$ cat src/rtl/xm_pkg.sv
`default_nettype none
// ============================================================================
// xm_pkg : shared op codes, flag indices and byte-lane encoding (X-Makina)
// Rev 1.0
// ============================================================================
package xm_pkg;

  typedef enum logic [3:0] {
    ALU_ADD  = 4'd0,
    ALU_ADDC = 4'd1,
    ALU_SUB  = 4'd2,
    ALU_SUBC = 4'd3,
    ALU_DADD = 4'd4,
    ALU_CMP  = 4'd5,
    ALU_XOR  = 4'd6,
    ALU_AND  = 4'd7,
    ALU_BIT  = 4'd8,
    ALU_BIC  = 4'd9,
    ALU_BIS  = 4'd10,
    ALU_MOV  = 4'd11,
    ALU_SRA  = 4'd12,
    ALU_RRC  = 4'd13,
    ALU_SWPB = 4'd14,
    ALU_SXT  = 4'd15
  } alu_op_e;

  localparam int unsigned FLAG_C = 0;
  localparam int unsigned FLAG_Z = 1;
  localparam int unsigned FLAG_N = 2;
  localparam int unsigned FLAG_V = 3;

  localparam logic [1:0] DSEL_WORD = 2'd0;
  localparam logic [1:0] DSEL_LO   = 2'd1;
  localparam logic [1:0] DSEL_HI   = 2'd2;

endpackage
`default_nettype wire

$ cat src/rtl/xm_exec_addr_unit_if.sv
`default_nettype none
// ============================================================================
// xm_exec_addr_unit_if : operand, result, PC and address bundle of the unit
// Rev 1.0
// ============================================================================
interface xm_exec_addr_unit_if #(
  parameter int WORD = 16
);

  logic            byteOp_i;
  logic [3:0]      aluOp_i;
  logic            bcd_i;
  logic [WORD-1:0] a_i;
  logic [WORD-1:0] b_i;
  logic            flagsWr_i;
  logic [3:0]      flagsEn_i;
  logic [WORD-1:0] res_o;
  logic            resWr_o;
  logic [3:0]      aluFlags_o;
  logic [3:0]      flags_o;
  logic            pcSel_i;
  logic [WORD-1:0] branch_i;
  logic [WORD-1:0] pc_i;
  logic [WORD-1:0] pcNew_o;
  logic [WORD-1:0] adr_i;
  logic            badMem_o;
  logic            pswAddr_o;
  logic [1:0]      datSel_o;

  modport master (
    output byteOp_i, aluOp_i, bcd_i, a_i, b_i, flagsWr_i, flagsEn_i,
           pcSel_i, branch_i, pc_i, adr_i,
    input  res_o, resWr_o, aluFlags_o, flags_o, pcNew_o,
           badMem_o, pswAddr_o, datSel_o
  );

  modport slave (
    input  byteOp_i, aluOp_i, bcd_i, a_i, b_i, flagsWr_i, flagsEn_i,
           pcSel_i, branch_i, pc_i, adr_i,
    output res_o, resWr_o, aluFlags_o, flags_o, pcNew_o,
           badMem_o, pswAddr_o, datSel_o
  );

endinterface
`default_nettype wire

$ cat src/rtl/xm_alu_core.sv
`default_nettype none
// ============================================================================
// xm_alu_core : combinational W-bit ALU with {V,N,Z,C} flags
// Decimal add on op 4 only when XM_ALU_BCD_EN is defined. Rev 1.0
// ============================================================================
module xm_alu_core
  import xm_pkg::*;
#(
  parameter int W = 16
) (
  input  alu_op_e      i_op,
  input  logic [W-1:0] i_a,
  input  logic [W-1:0] i_b,
  input  logic         i_cin,
  input  logic         i_bcd,
  output logic [W-1:0] o_res,
  output logic [3:0]   o_flags
);

  logic         w_sub;
  logic         w_cin_eff;
  logic [W-1:0] w_b_opnd;
  logic [W:0]   w_sum;
  logic         w_sum_v;
  logic         w_use_bcd;
  logic [W-1:0] w_bcd_res;
  logic         w_bcd_c;
  logic [W-1:0] w_res;
  logic         w_c;
  logic         w_v;

  // Subtraction is a + ~b + carry-in, so C = 1 means no borrow
  always_comb begin
    w_sub    = (i_op == ALU_SUB) || (i_op == ALU_SUBC) || (i_op == ALU_CMP);
    w_b_opnd = w_sub ? ~i_b : i_b;
    case (i_op)
      ALU_SUB, ALU_CMP:              w_cin_eff = 1'b1;
      ALU_ADDC, ALU_SUBC, ALU_DADD:  w_cin_eff = i_cin;
      default:                       w_cin_eff = 1'b0;
    endcase
  end

  assign w_sum   = {1'b0, i_a} + {1'b0, w_b_opnd} + {{W{1'b0}}, w_cin_eff};
  assign w_sum_v = (i_a[W-1] == w_b_opnd[W-1]) && (w_sum[W-1] != i_a[W-1]);

`ifdef XM_ALU_BCD_EN
  localparam int NDIG = W / 4;
  localparam int TAIL = W - 4 * NDIG;

  logic [4*NDIG-1:0] w_bcd_lo;
  logic              w_bcd_lo_c;

  always_comb begin : p_bcd
    logic [4:0] w_dig;
    logic       w_dc;
    w_dc     = i_cin;
    w_dig    = '0;
    w_bcd_lo = '0;
    for (int d = 0; d < NDIG; d++) begin
      w_dig = {1'b0, i_a[4*d +: 4]} + {1'b0, i_b[4*d +: 4]} + {4'b0, w_dc};
      w_dc  = (w_dig > 5'd9);
      if (w_dc) w_dig = w_dig + 5'd6;
      w_bcd_lo[4*d +: 4] = w_dig[3:0];
    end
    w_bcd_lo_c = w_dc;
  end

  // A leftover 2-bit slice above the last full digit adds in binary
  if (TAIL != 0) begin : g_bcd_tail
    logic [TAIL:0] w_tail;
    assign w_tail    = {1'b0, i_a[W-1 -: TAIL]} + {1'b0, i_b[W-1 -: TAIL]}
                     + {{TAIL{1'b0}}, w_bcd_lo_c};
    assign w_bcd_res = {w_tail[TAIL-1:0], w_bcd_lo};
    assign w_bcd_c   = w_tail[TAIL];
  end else begin : g_bcd_notail
    assign w_bcd_res = w_bcd_lo;
    assign w_bcd_c   = w_bcd_lo_c;
  end

  assign w_use_bcd = i_bcd;
`else
  logic w_unused_bcd;
  assign w_unused_bcd = i_bcd;
  assign w_use_bcd    = 1'b0;
  assign w_bcd_res    = '0;
  assign w_bcd_c      = 1'b0;
`endif

  always_comb begin
    w_res = '0;
    w_c   = 1'b0;
    w_v   = 1'b0;
    case (i_op)
      ALU_ADD, ALU_ADDC, ALU_SUB, ALU_SUBC, ALU_CMP: begin
        w_res = w_sum[W-1:0];
        w_c   = w_sum[W];
        w_v   = w_sum_v;
      end
      ALU_DADD: begin
        if (w_use_bcd) begin
          w_res = w_bcd_res;
          w_c   = w_bcd_c;
        end else begin
          w_res = w_sum[W-1:0];
          w_c   = w_sum[W];
          w_v   = w_sum_v;
        end
      end
      ALU_XOR:        w_res = i_a ^ i_b;
      ALU_AND, ALU_BIT: w_res = i_a & i_b;
      ALU_BIC:        w_res = i_a & ~i_b;
      ALU_BIS:        w_res = i_a | i_b;
      ALU_MOV:        w_res = i_b;
      ALU_SRA: begin
        w_res = {i_a[W-1], i_a[W-1:1]};
        w_c   = i_a[0];
      end
      ALU_RRC: begin
        w_res = {i_cin, i_a[W-1:1]};
        w_c   = i_a[0];
      end
      ALU_SWPB:       w_res = {i_a[W/2-1:0], i_a[W-1:W/2]};
      ALU_SXT: begin
        w_res = i_a;
        for (int k = 8; k < W; k++) w_res[k] = i_a[7];
      end
      default:        w_res = '0;
    endcase
  end

  always_comb begin
    o_res           = w_res;
    o_flags         = '0;
    o_flags[FLAG_C] = w_c;
    o_flags[FLAG_Z] = (w_res == '0);
    o_flags[FLAG_N] = w_res[W-1];
    o_flags[FLAG_V] = w_v;
  end

endmodule
`default_nettype wire

$ cat src/rtl/xm_exec_addr_unit.sv
`default_nettype none
// ============================================================================
// xm_exec_addr_unit : ALU + flags register, next-PC select, address decode
// Optional decimal add enabled by XM_ALU_BCD_EN. Rev 1.0
// ============================================================================
module xm_exec_addr_unit
  import xm_pkg::*;
#(
  parameter int              WORD     = 16,
  parameter logic [WORD-1:0] PSW_ADDR = WORD'(16'hFFFC)
) (
  input  logic              clk_i,
  input  logic              arst_i,
  xm_exec_addr_unit_if.slave bus
);

  alu_op_e         w_op;
  logic [WORD-1:0] w_word_res;
  logic [3:0]      w_word_fl;
  logic [7:0]      w_byte_res;
  logic [3:0]      w_byte_fl;
  logic            w_use_byte;
  logic [3:0]      w_alu_fl;
  logic [3:0]      r_flags;

  assign w_op = alu_op_e'(bus.aluOp_i);

  xm_alu_core #(.W(WORD)) u_word_alu (
    .i_op    (w_op),
    .i_a     (bus.a_i),
    .i_b     (bus.b_i),
    .i_cin   (r_flags[FLAG_C]),
    .i_bcd   (bus.bcd_i),
    .o_res   (w_word_res),
    .o_flags (w_word_fl)
  );

  xm_alu_core #(.W(8)) u_byte_alu (
    .i_op    (w_op),
    .i_a     (bus.a_i[7:0]),
    .i_b     (bus.b_i[7:0]),
    .i_cin   (r_flags[FLAG_C]),
    .i_bcd   (bus.bcd_i),
    .o_res   (w_byte_res),
    .o_flags (w_byte_fl)
  );

  // SWPB and SXT are inherently word operations whatever byteOp_i says
  assign w_use_byte     = bus.byteOp_i && (w_op != ALU_SWPB) && (w_op != ALU_SXT);
  assign w_alu_fl       = w_use_byte ? w_byte_fl : w_word_fl;
  assign bus.res_o      = w_use_byte ? WORD'(w_byte_res) : w_word_res;
  assign bus.aluFlags_o = w_alu_fl;
  assign bus.resWr_o    = !((w_op == ALU_CMP) || (w_op == ALU_BIT));

  always_ff @(posedge clk_i or negedge arst_i) begin
    if (!arst_i) begin
      r_flags <= '0;
    end else if (bus.flagsWr_i) begin
      r_flags <= (r_flags & ~bus.flagsEn_i) | (w_alu_fl & bus.flagsEn_i);
    end
  end

  assign bus.flags_o = r_flags;

  assign bus.pcNew_o = bus.pc_i + (bus.pcSel_i ? bus.branch_i : WORD'(2));

  assign bus.badMem_o  = ~bus.byteOp_i & bus.adr_i[0];
  assign bus.pswAddr_o = (bus.adr_i[WORD-1:1] == PSW_ADDR[WORD-1:1]);
  assign bus.datSel_o  = !bus.byteOp_i ? DSEL_WORD :
                         (bus.adr_i[0] ? DSEL_HI : DSEL_LO);

endmodule
`default_nettype wire

$ cat src/flat_wrapper.sv
// flat-port wrapper written by rule: the top's interface ports become plain ports
module xm_exec_addr_unit_flat import xm_pkg::*;
#(
  parameter int              WORD     = 16,
  parameter logic [WORD-1:0] PSW_ADDR = WORD'(16'hFFFC)
)
  (clk_i, arst_i, bus_byteOp_i, bus_aluOp_i, bus_bcd_i, bus_a_i, bus_b_i, bus_flagsWr_i, bus_flagsEn_i, bus_pcSel_i, bus_branch_i, bus_pc_i, bus_adr_i, bus_res_o, bus_resWr_o, bus_aluFlags_o, bus_flags_o, bus_pcNew_o, bus_badMem_o, bus_pswAddr_o, bus_datSel_o);
  xm_exec_addr_unit_if #(.WORD(WORD)) bus_i ();
  input  logic clk_i;
  input  logic arst_i;
  input wire logic [$bits(bus_i.byteOp_i)-1:0] bus_byteOp_i;
  input wire logic [$bits(bus_i.aluOp_i)-1:0] bus_aluOp_i;
  input wire logic [$bits(bus_i.bcd_i)-1:0] bus_bcd_i;
  input wire logic [$bits(bus_i.a_i)-1:0] bus_a_i;
  input wire logic [$bits(bus_i.b_i)-1:0] bus_b_i;
  input wire logic [$bits(bus_i.flagsWr_i)-1:0] bus_flagsWr_i;
  input wire logic [$bits(bus_i.flagsEn_i)-1:0] bus_flagsEn_i;
  input wire logic [$bits(bus_i.pcSel_i)-1:0] bus_pcSel_i;
  input wire logic [$bits(bus_i.branch_i)-1:0] bus_branch_i;
  input wire logic [$bits(bus_i.pc_i)-1:0] bus_pc_i;
  input wire logic [$bits(bus_i.adr_i)-1:0] bus_adr_i;
  output wire logic [$bits(bus_i.res_o)-1:0] bus_res_o;
  output wire logic [$bits(bus_i.resWr_o)-1:0] bus_resWr_o;
  output wire logic [$bits(bus_i.aluFlags_o)-1:0] bus_aluFlags_o;
  output wire logic [$bits(bus_i.flags_o)-1:0] bus_flags_o;
  output wire logic [$bits(bus_i.pcNew_o)-1:0] bus_pcNew_o;
  output wire logic [$bits(bus_i.badMem_o)-1:0] bus_badMem_o;
  output wire logic [$bits(bus_i.pswAddr_o)-1:0] bus_pswAddr_o;
  output wire logic [$bits(bus_i.datSel_o)-1:0] bus_datSel_o;
  assign bus_i.byteOp_i = bus_byteOp_i;
  assign bus_i.aluOp_i = bus_aluOp_i;
  assign bus_i.bcd_i = bus_bcd_i;
  assign bus_i.a_i = bus_a_i;
  assign bus_i.b_i = bus_b_i;
  assign bus_i.flagsWr_i = bus_flagsWr_i;
  assign bus_i.flagsEn_i = bus_flagsEn_i;
  assign bus_i.pcSel_i = bus_pcSel_i;
  assign bus_i.branch_i = bus_branch_i;
  assign bus_i.pc_i = bus_pc_i;
  assign bus_i.adr_i = bus_adr_i;
  assign bus_res_o = bus_i.res_o;
  assign bus_resWr_o = bus_i.resWr_o;
  assign bus_aluFlags_o = bus_i.aluFlags_o;
  assign bus_flags_o = bus_i.flags_o;
  assign bus_pcNew_o = bus_i.pcNew_o;
  assign bus_badMem_o = bus_i.badMem_o;
  assign bus_pswAddr_o = bus_i.pswAddr_o;
  assign bus_datSel_o = bus_i.datSel_o;
  xm_exec_addr_unit #(.WORD(WORD), .PSW_ADDR(PSW_ADDR)) u_core (.clk_i(clk_i), .arst_i(arst_i), .bus(bus_i));
endmodule
$ cat config.mk
export PLATFORM = sky130hd
export DESIGN_NAME = xm_exec_addr_unit_flat
export DESIGN_NICKNAME = d
export VERILOG_FILES = /design/src/rtl/xm_pkg.sv /design/src/rtl/xm_exec_addr_unit_if.sv /design/src/rtl/xm_alu_core.sv /design/src/rtl/xm_exec_addr_unit.sv /design/src/flat_wrapper.sv
export SDC_FILE = /design/constraint.sdc
export NUM_CORES = 1
export LEC_CHECK = 0
export ABC_CLOCK_PERIOD_IN_PS = 9700
export CORE_MARGIN = 2
export CORE_UTILIZATION = 48
export CTS_CLUSTER_SIZE = 20
export DETAILED_ROUTE_END_ITERATION = 8
export PLACE_DENSITY_LB_ADDON = 0.12
export SYNTH_ARGS = -nofsm -noshare
export SYNTH_HDL_FRONTEND = slang
export SYNTH_SLANG_ARGS = --single-unit
$ cat constraint.sdc
create_clock -name clk_i -period 9.7 [get_ports clk_i]
set_input_delay 2.425 -clock clk_i [delete_from_list [all_inputs] [get_ports clk_i]]
set_output_delay 2.425 -clock clk_i [all_outputs]
set_load 0.005 [all_outputs]
==> impl_metrics.json, run 1 <==
{
  "synth_flop_cell": "dfrtp_1",
  "track_usage": 0.334,
  "layout.cells.non_filler": 818,
  "cts_made_buffers": 3,
  "power_density_mw_per_mm2": 77.5,
  "hold_class": "reg2reg",
  "yosysTopAreaCellShare": 0.140,
  "rows": 33,
  "clock_skew_ps": 0.378,
  "clkTransAtPathRegs_ps": 30,
  "syn_nets": 738,
  "synth_edf_count": 0,
  "grt_max_degree": 35,
  "final_antenna_net_count": 0,
  "drc": 0,
  "cap_violations": 0,
  "endpoint_kind": "primary output",
  "arrival_ps": 7040,
  "gr-total-overflow": 0,
  "yosys.area.top_type": "ha_1",
  "crit_type": "in2out",
  "routed_wl_um": 15900,
  "yosysWarnings": 0,
  "post_cts_resized": 0,
  "ys_types": 73,
  "synth_seq_cells": 4,
  "fillerInstances": 733,
  "tritoncts": "yes",
  "syn2layout_area_growth_pct": 35.2,
  "finalSetupViolations": 0,
  "cts_hold_buf": 0,
  "drtIter0Drc": 479,
  "port-buffer-count": 137,
  "vias": 5288,
  "startpoint_type": "primary input",
  "synthArstFlopShare": 1.00,
  "p_leak_nw": 2.32,
  "drive_gt1_frac": 0.0491,
  "syn_avg_cell_area_um2": 6.90,
  "slew_headroom": 0.406,
  "max_freq_mhz": 106,
  "clockBufferDepth": 2,
  "final_max_slew_viol_count": 0,
  "synthTopCellsByCount": "nand2_1 (49), nor2_1 (47), ha_1 (46)",
  "wl_per_cell_um": 19.5,
  "final_nets": 858,
  "die_w_um": 96.5,
  "die_area_mm2": 0.00931,
  "min_period_ps": 9470,
  "fin_tns_setup_ps": 0,
  "antenna_found_initial": 0,
  "rsz0062_at_grt": "false",
  "antenna_cells": 0,
  "vias_per_cell": 6.46,
  "grt_pass1_vias": 4922,
  "cts_max_level": 1,
  "cts_setup_buffers": 0,
  "hpwl_um": 12800,
  "die_h_um": 96.5,
  "finalCritPeriodShare": 0.976,
  "synth_cells": 595,
  "core_area_mm2": 0.00826,
  "num_io_pins": 139,
  "hold_viol_final": 0,
  "drtPass1Iterations": 6,
  "worstSkewPairLatency_ps": 220,
  "clock-sinks": 4,
  "critPathRequiredTime_ps": 7280,
  "syn_area_mm2": 0.00411,
  "dp_cells": 815,
  "grt_pass1_wl_um": 24300,
  "clockRootBuffer": "clkbuf_8",
  "status": "complete, no violations",
  "ys_seq_area_frac": 0.0244,
  "start_util": 0.497,
  "synth_most_common_cell": "nand2_1",
  "vdd_drop_max_v": 0.0000446,
  "worstMarginPinSlew_ps": 888,
  "synth_area_leaders": "ha_1 (14%), xnor2_1 (7.0%), a21oi_1 (5.0%)",
  "gp_congestion": 1.02,
  "worstPathMaxFanout": 15
}
-- layout make-up --
cell class              instances  area (um2)  share of cell area
repair buffers                147        1440               0.259
clock buffers                   3        41.3             0.00743
multi-input cells             517        3690               0.664
inverters                      42         158              0.0284
well taps                     105         131              0.0237
flip-flops and latches          4         100              0.0180
-- through the flow --
stage | hold WS, ps | area, um2 | util | setup slack [ps] | power [mW]
3_3_place_gp | 468 | 5510 | 0.668 | 402 | 0.381
2_1_floorplan | 481 | 4110 | - | 843 | 0.233
6_report | 482 | 5550 | 0.673 | 231 | 0.430
4_1_cts | 485 | 5550 | 0.673 | 279 | 0.426
5_1_grt | 505 | 5550 | 0.673 | 30.5 | 0.463
3_5_place_dp | 479 | 5510 | 0.668 | 297 | 0.389
-- where the power goes --
group | switching [mW] | internal [mW] | leakage, nW | total [mW]
combinational | 0.186 | 0.188 | 2.24 | 0.374
sequential | 0.00241 | 0.0193 | 0.0513 | 0.0217
clock | 0.00825 | 0.0264 | 0.0216 | 0.0347
total | 0.197 | 0.233 | 2.32 | 0.430
-- cells in the final DEF (no fill, tap or decap), types with 5 or more instances in the layout --
master             n
nor4_1             9
nor2_1            47
a21o_1            10
xor2_1            11
mux2i_1            9
and3_1             6
o211ai_1           8
a22oi_1            8
a31oi_1            7
buf_4             10
nor3_1            16
o22ai_1           11
nand2_1           49
a21oi_1           41
o21bai_1           5
ha_1              46
inv_1             41
nand2b_1          12
nand4_1            7
o31ai_1            5
clkdlybuf4s50_1  135
o21a_1             6
a221o_1            7
and2_1            20
xnor2_1           33
o21ai_0           22
a22o_1             7
a211oi_1           6
nand3_1           16
nor2b_1           15
-- critical path, stage by stage --
cell,delay [ps]
clkdlybuf4s50_1,480
inv_1,130
nand3_1,90
a21oi_2,190
buf_4,330
xnor2_1,190
inv_1,90
fa_1,410
nor2b_1,300
nor3_1,120
a2111o_1,430
a211o_1,280
nor4_1,460
and3_1,270
o211ai_1,170
nor2_1,150
clkdlybuf4s50_1,520
-- path summary, 6_finish.rpt --
kind	depth (start not counted)	startpoint	slack (ps)	end
worst max register to register	15	flip-flop	5640	flip-flop
worst min register to register	2	flip-flop	480	flip-flop
worst min-delay path	2	flip-flop	480	flip-flop
min in group asynchronous	1	arst_i	2410	async pin
worst max-delay path	17	bus_aluOp_i[1]	230	bus_aluFlags_o[1]
max in group asynchronous	1	arst_i	7120	async pin
-- kinds of logic after synthesis --
family | after synthesis | share of synthesized area
simple gates | 214 | 0.265
compound gates | 195 | 0.344
buf+inv | 74 | 0.0780
fa+ha+maj | 50 | 0.157
xor+xnor | 44 | 0.0938
mux | 14 | 0.0384
flops | 4 | 0.0244
-- metal layers --
layer | global-route usage | vias up | routed length, um
met5 | 0 | - | 0
met4 | 0.146 | 0 | 641
met3 | 0.0178 | 46 | 1380
met2 | 0.588 | 320 | 7520
met1 | 0.421 | 2458 | 6400
li1 | - | 2464 | -
(Power assumes the default switching activity.)
==> run 2: changes to the inputs <==
- GPL_TIMING_DRIVEN: default -> 0
- SETUP_SLACK_MARGIN: default -> 0.4
==> run 2 against run 1 <==
Net effect: sequential power about the same; total power increased by 6.3%; wire length increased by 12%; sequential share of layout area decreased by 0.081 points; setup slack improved by 220 ps; cell count increased by 3.1%; register-to-register slack improved by 50 ps; die area unchanged; clock skew increased by 2.7 ps; critical path depth increased by 3; fmax increased by 2.4%; largest power group unchanged.
==> impl_metrics.json, run 2 (synthesis results as in run 1) <==
{
  "status": "complete, no violations",
  "grt_pass1_wl_um": 26400,
  "die_w_um": 96.5,
  "p_sw_uw": 213,
  "slew_headroom": 0.334,
  "wl_per_cell_um": 21.1,
  "worst_hold_slack_ps": 484,
  "dp_cells": 835,
  "cts_hold_buf": 0,
  "p_leak_nw": 2.45,
  "syn2layout_area_growth_pct": 41.5,
  "tritoncts": "yes",
  "clkTransAtPathRegs_ps": 30,
  "arrival_ps": 6820,
  "p_int_uw": 244,
  "layout.cells.non_filler": 843,
  "hpwl_um": 14000,
  "die_area_mm2": 0.00931,
  "grt_max_degree": 11,
  "p_seq_frac": 0.048,
  "drc": 0,
  "worstPathMaxFanout": 10,
  "rows": 33,
  "num_io_pins": 139,
  "max_freq_mhz": 108,
  "antenna_cells": 0,
  "endpoint_kind": "primary output",
  "crit_slowest_cell": "o32ai_1",
  "gp_congestion": 1.01,
  "vias": 5448,
  "startpoint_type": "primary input",
  "vias_per_cell": 6.46,
  "crit_path_max_incr_delay_ps": 720,
  "crit_chain": "clkdlybuf4s15_2 > buf_6 > buf_8 > buf_8 > buf_6 > nand2b_1 > a21oi_4 > buf_8 > buf_12 > buf_4 > xnor2_1 > ha_1 > nand3_1 > nand2b_1 > o32ai_1 > o31ai_4 > o311a_1 > o31a_1 > nor2_1 > clkdlybuf4s50_1",
  "cap_violations": 0,
  "vdd_drop_max_v": 0.0000489,
  "hold_class": "reg2reg",
  "gr-total-overflow": 0,
  "track_usage": 0.373,
  "final_util": 0.704,
  "finalCritPeriodShare": 0.953,
  "final_cell_mix": "clkdlybuf4s50_1 (132), nand2_1 (49), nor2_1 (47)",
  "final_common_cell": "clkdlybuf4s50_1",
  "rsz0062_at_grt": "true",
  "clockRootBuffer": "clkbuf_8",
  "finalSetupViolations": 0,
  "clock-sinks": 4,
  "start_util": 0.497,
  "cts_max_level": 1,
  "drtPass1Iterations": 5,
  "antenna_found_initial": 0,
  "clockBufferDepth": 2,
  "port-buffer-count": 135,
  "final_max_slew_viol_count": 0,
  "worstMarginPinSlew_ps": 995,
  "clock_skew_ps": 3.09,
  "core_area_mm2": 0.00826,
  "final_antenna_net_count": 0,
  "routed_wl_um": 17800,
  "power_density_mw_per_mm2": 78.7,
  "cts_made_buffers": 3,
  "min_period_ps": 9240,
  "clkPwrFrac": 0.079,
  "worstSkewPairLatency_ps": 220,
  "p_comb_frac": 0.873,
  "grt_pass1_vias": 5211,
  "final_nets": 883,
  "hold_viol_final": 0,
  "swShare": 0.466,
  "crit_type": "in2out",
  "drive_gt1_frac": 0.0813,
  "cp_common_cell": "buf_8",
  "die_h_um": 96.5,
  "drtIter0Drc": 532,
  "critPathRequiredTime_ps": 7280
}
==> run 2: changes by cell type in the layout (fill, tap and decap cells not counted), sizes merged <==
cell | before | now
clkdlybuf4s50 | 135 | 132
clkbuf | 3 | 13
clkdlybuf4s15 | 0 | 1
dlymetal6s2s | 0 | 1
buf | 12 | 27
dlygate4sd2 | 0 | 1
==> run 2: through the flow <==
stage	worst slack [ps]	cell area, um2	TNS, ps	power [mW]
2_1_floorplan	843	4110	0	0.233
3_3_place_gp	-1430	5590	-12460	0.386
3_5_place_dp	-1410	5590	-12900	0.395
4_1_cts	409	5780	0	0.443
5_1_grt	346	5810	0	0.488
6_report	456	5810	0	0.458
==> run 2: final timing paths <==
check / start / to / slack [ps] / depth (start not counted)
max: bus_aluOp_i[2] / bus_res_o[14] / 460 / 20
min: flip-flop / flip-flop / 480 / 2
max reg2reg: flip-flop / flip-flop / 5690 / 15
min reg2reg: flip-flop / flip-flop / 480 / 2
max in group asynchronous: arst_i / async pin / 7110 / 1
min in group asynchronous: arst_i / async pin / 2410 / 1
==> run 2: worst max-delay path, delay by kind of cell <==
family	cells	cell delay (ps)
fa+ha+maj	1	340
compound gates	5	1580
simple gates	4	600
buf+inv	9	1720
xor+xnor	1	140
==> run 2: power by group through the flow <==
stage | Clock [mW] | Combinational [mW] | Sequential [mW]
after floorplan | 0 | 0.212 | 0.0212
after global placement | 0 | 0.365 | 0.0216
after detailed placement | 0 | 0.374 | 0.0219
after CTS | 0.0360 | 0.386 | 0.0218
after global routing | 0.0366 | 0.429 | 0.0221
final | 0.0360 | 0.400 | 0.0219
==> run 2: final cells by class <==
type                       count  area (um2)
buffer                        32         219
clock buffer                   3        41.3
inverter                      42         158
multi-input combinational    517        3760
tap                          105         131
timing repair buffer         140        1400
sequential                     4         100
fill                         676        2440
==> run 2: what timing repair did <==
action,CTS,global route
setup endpoints to repair,19,5
gates cloned,0,0
setup buffers,5,0
pin swaps,5,6
resized for setup,31,9
==> run 2: metal layers <==
metal / GRT usage / up-vias / part of all wire
li1: - / 2516 / -
met1: 0.454 / 2519 / 0.39
met2: 0.636 / 340 / 0.46
met3: 0.0528 / 73 / 0.098
met4: 0.196 / 0 / 0.051
met5: 0 / - / 0
==> run 3: changes to the inputs <==
- CTS_CLUSTER_SIZE: 20 -> 24
- SLEW_MARGIN: default -> 15
==> results of run 3 <==
Same layout as run 2: the final DEF is identical, and so are final timing and power.
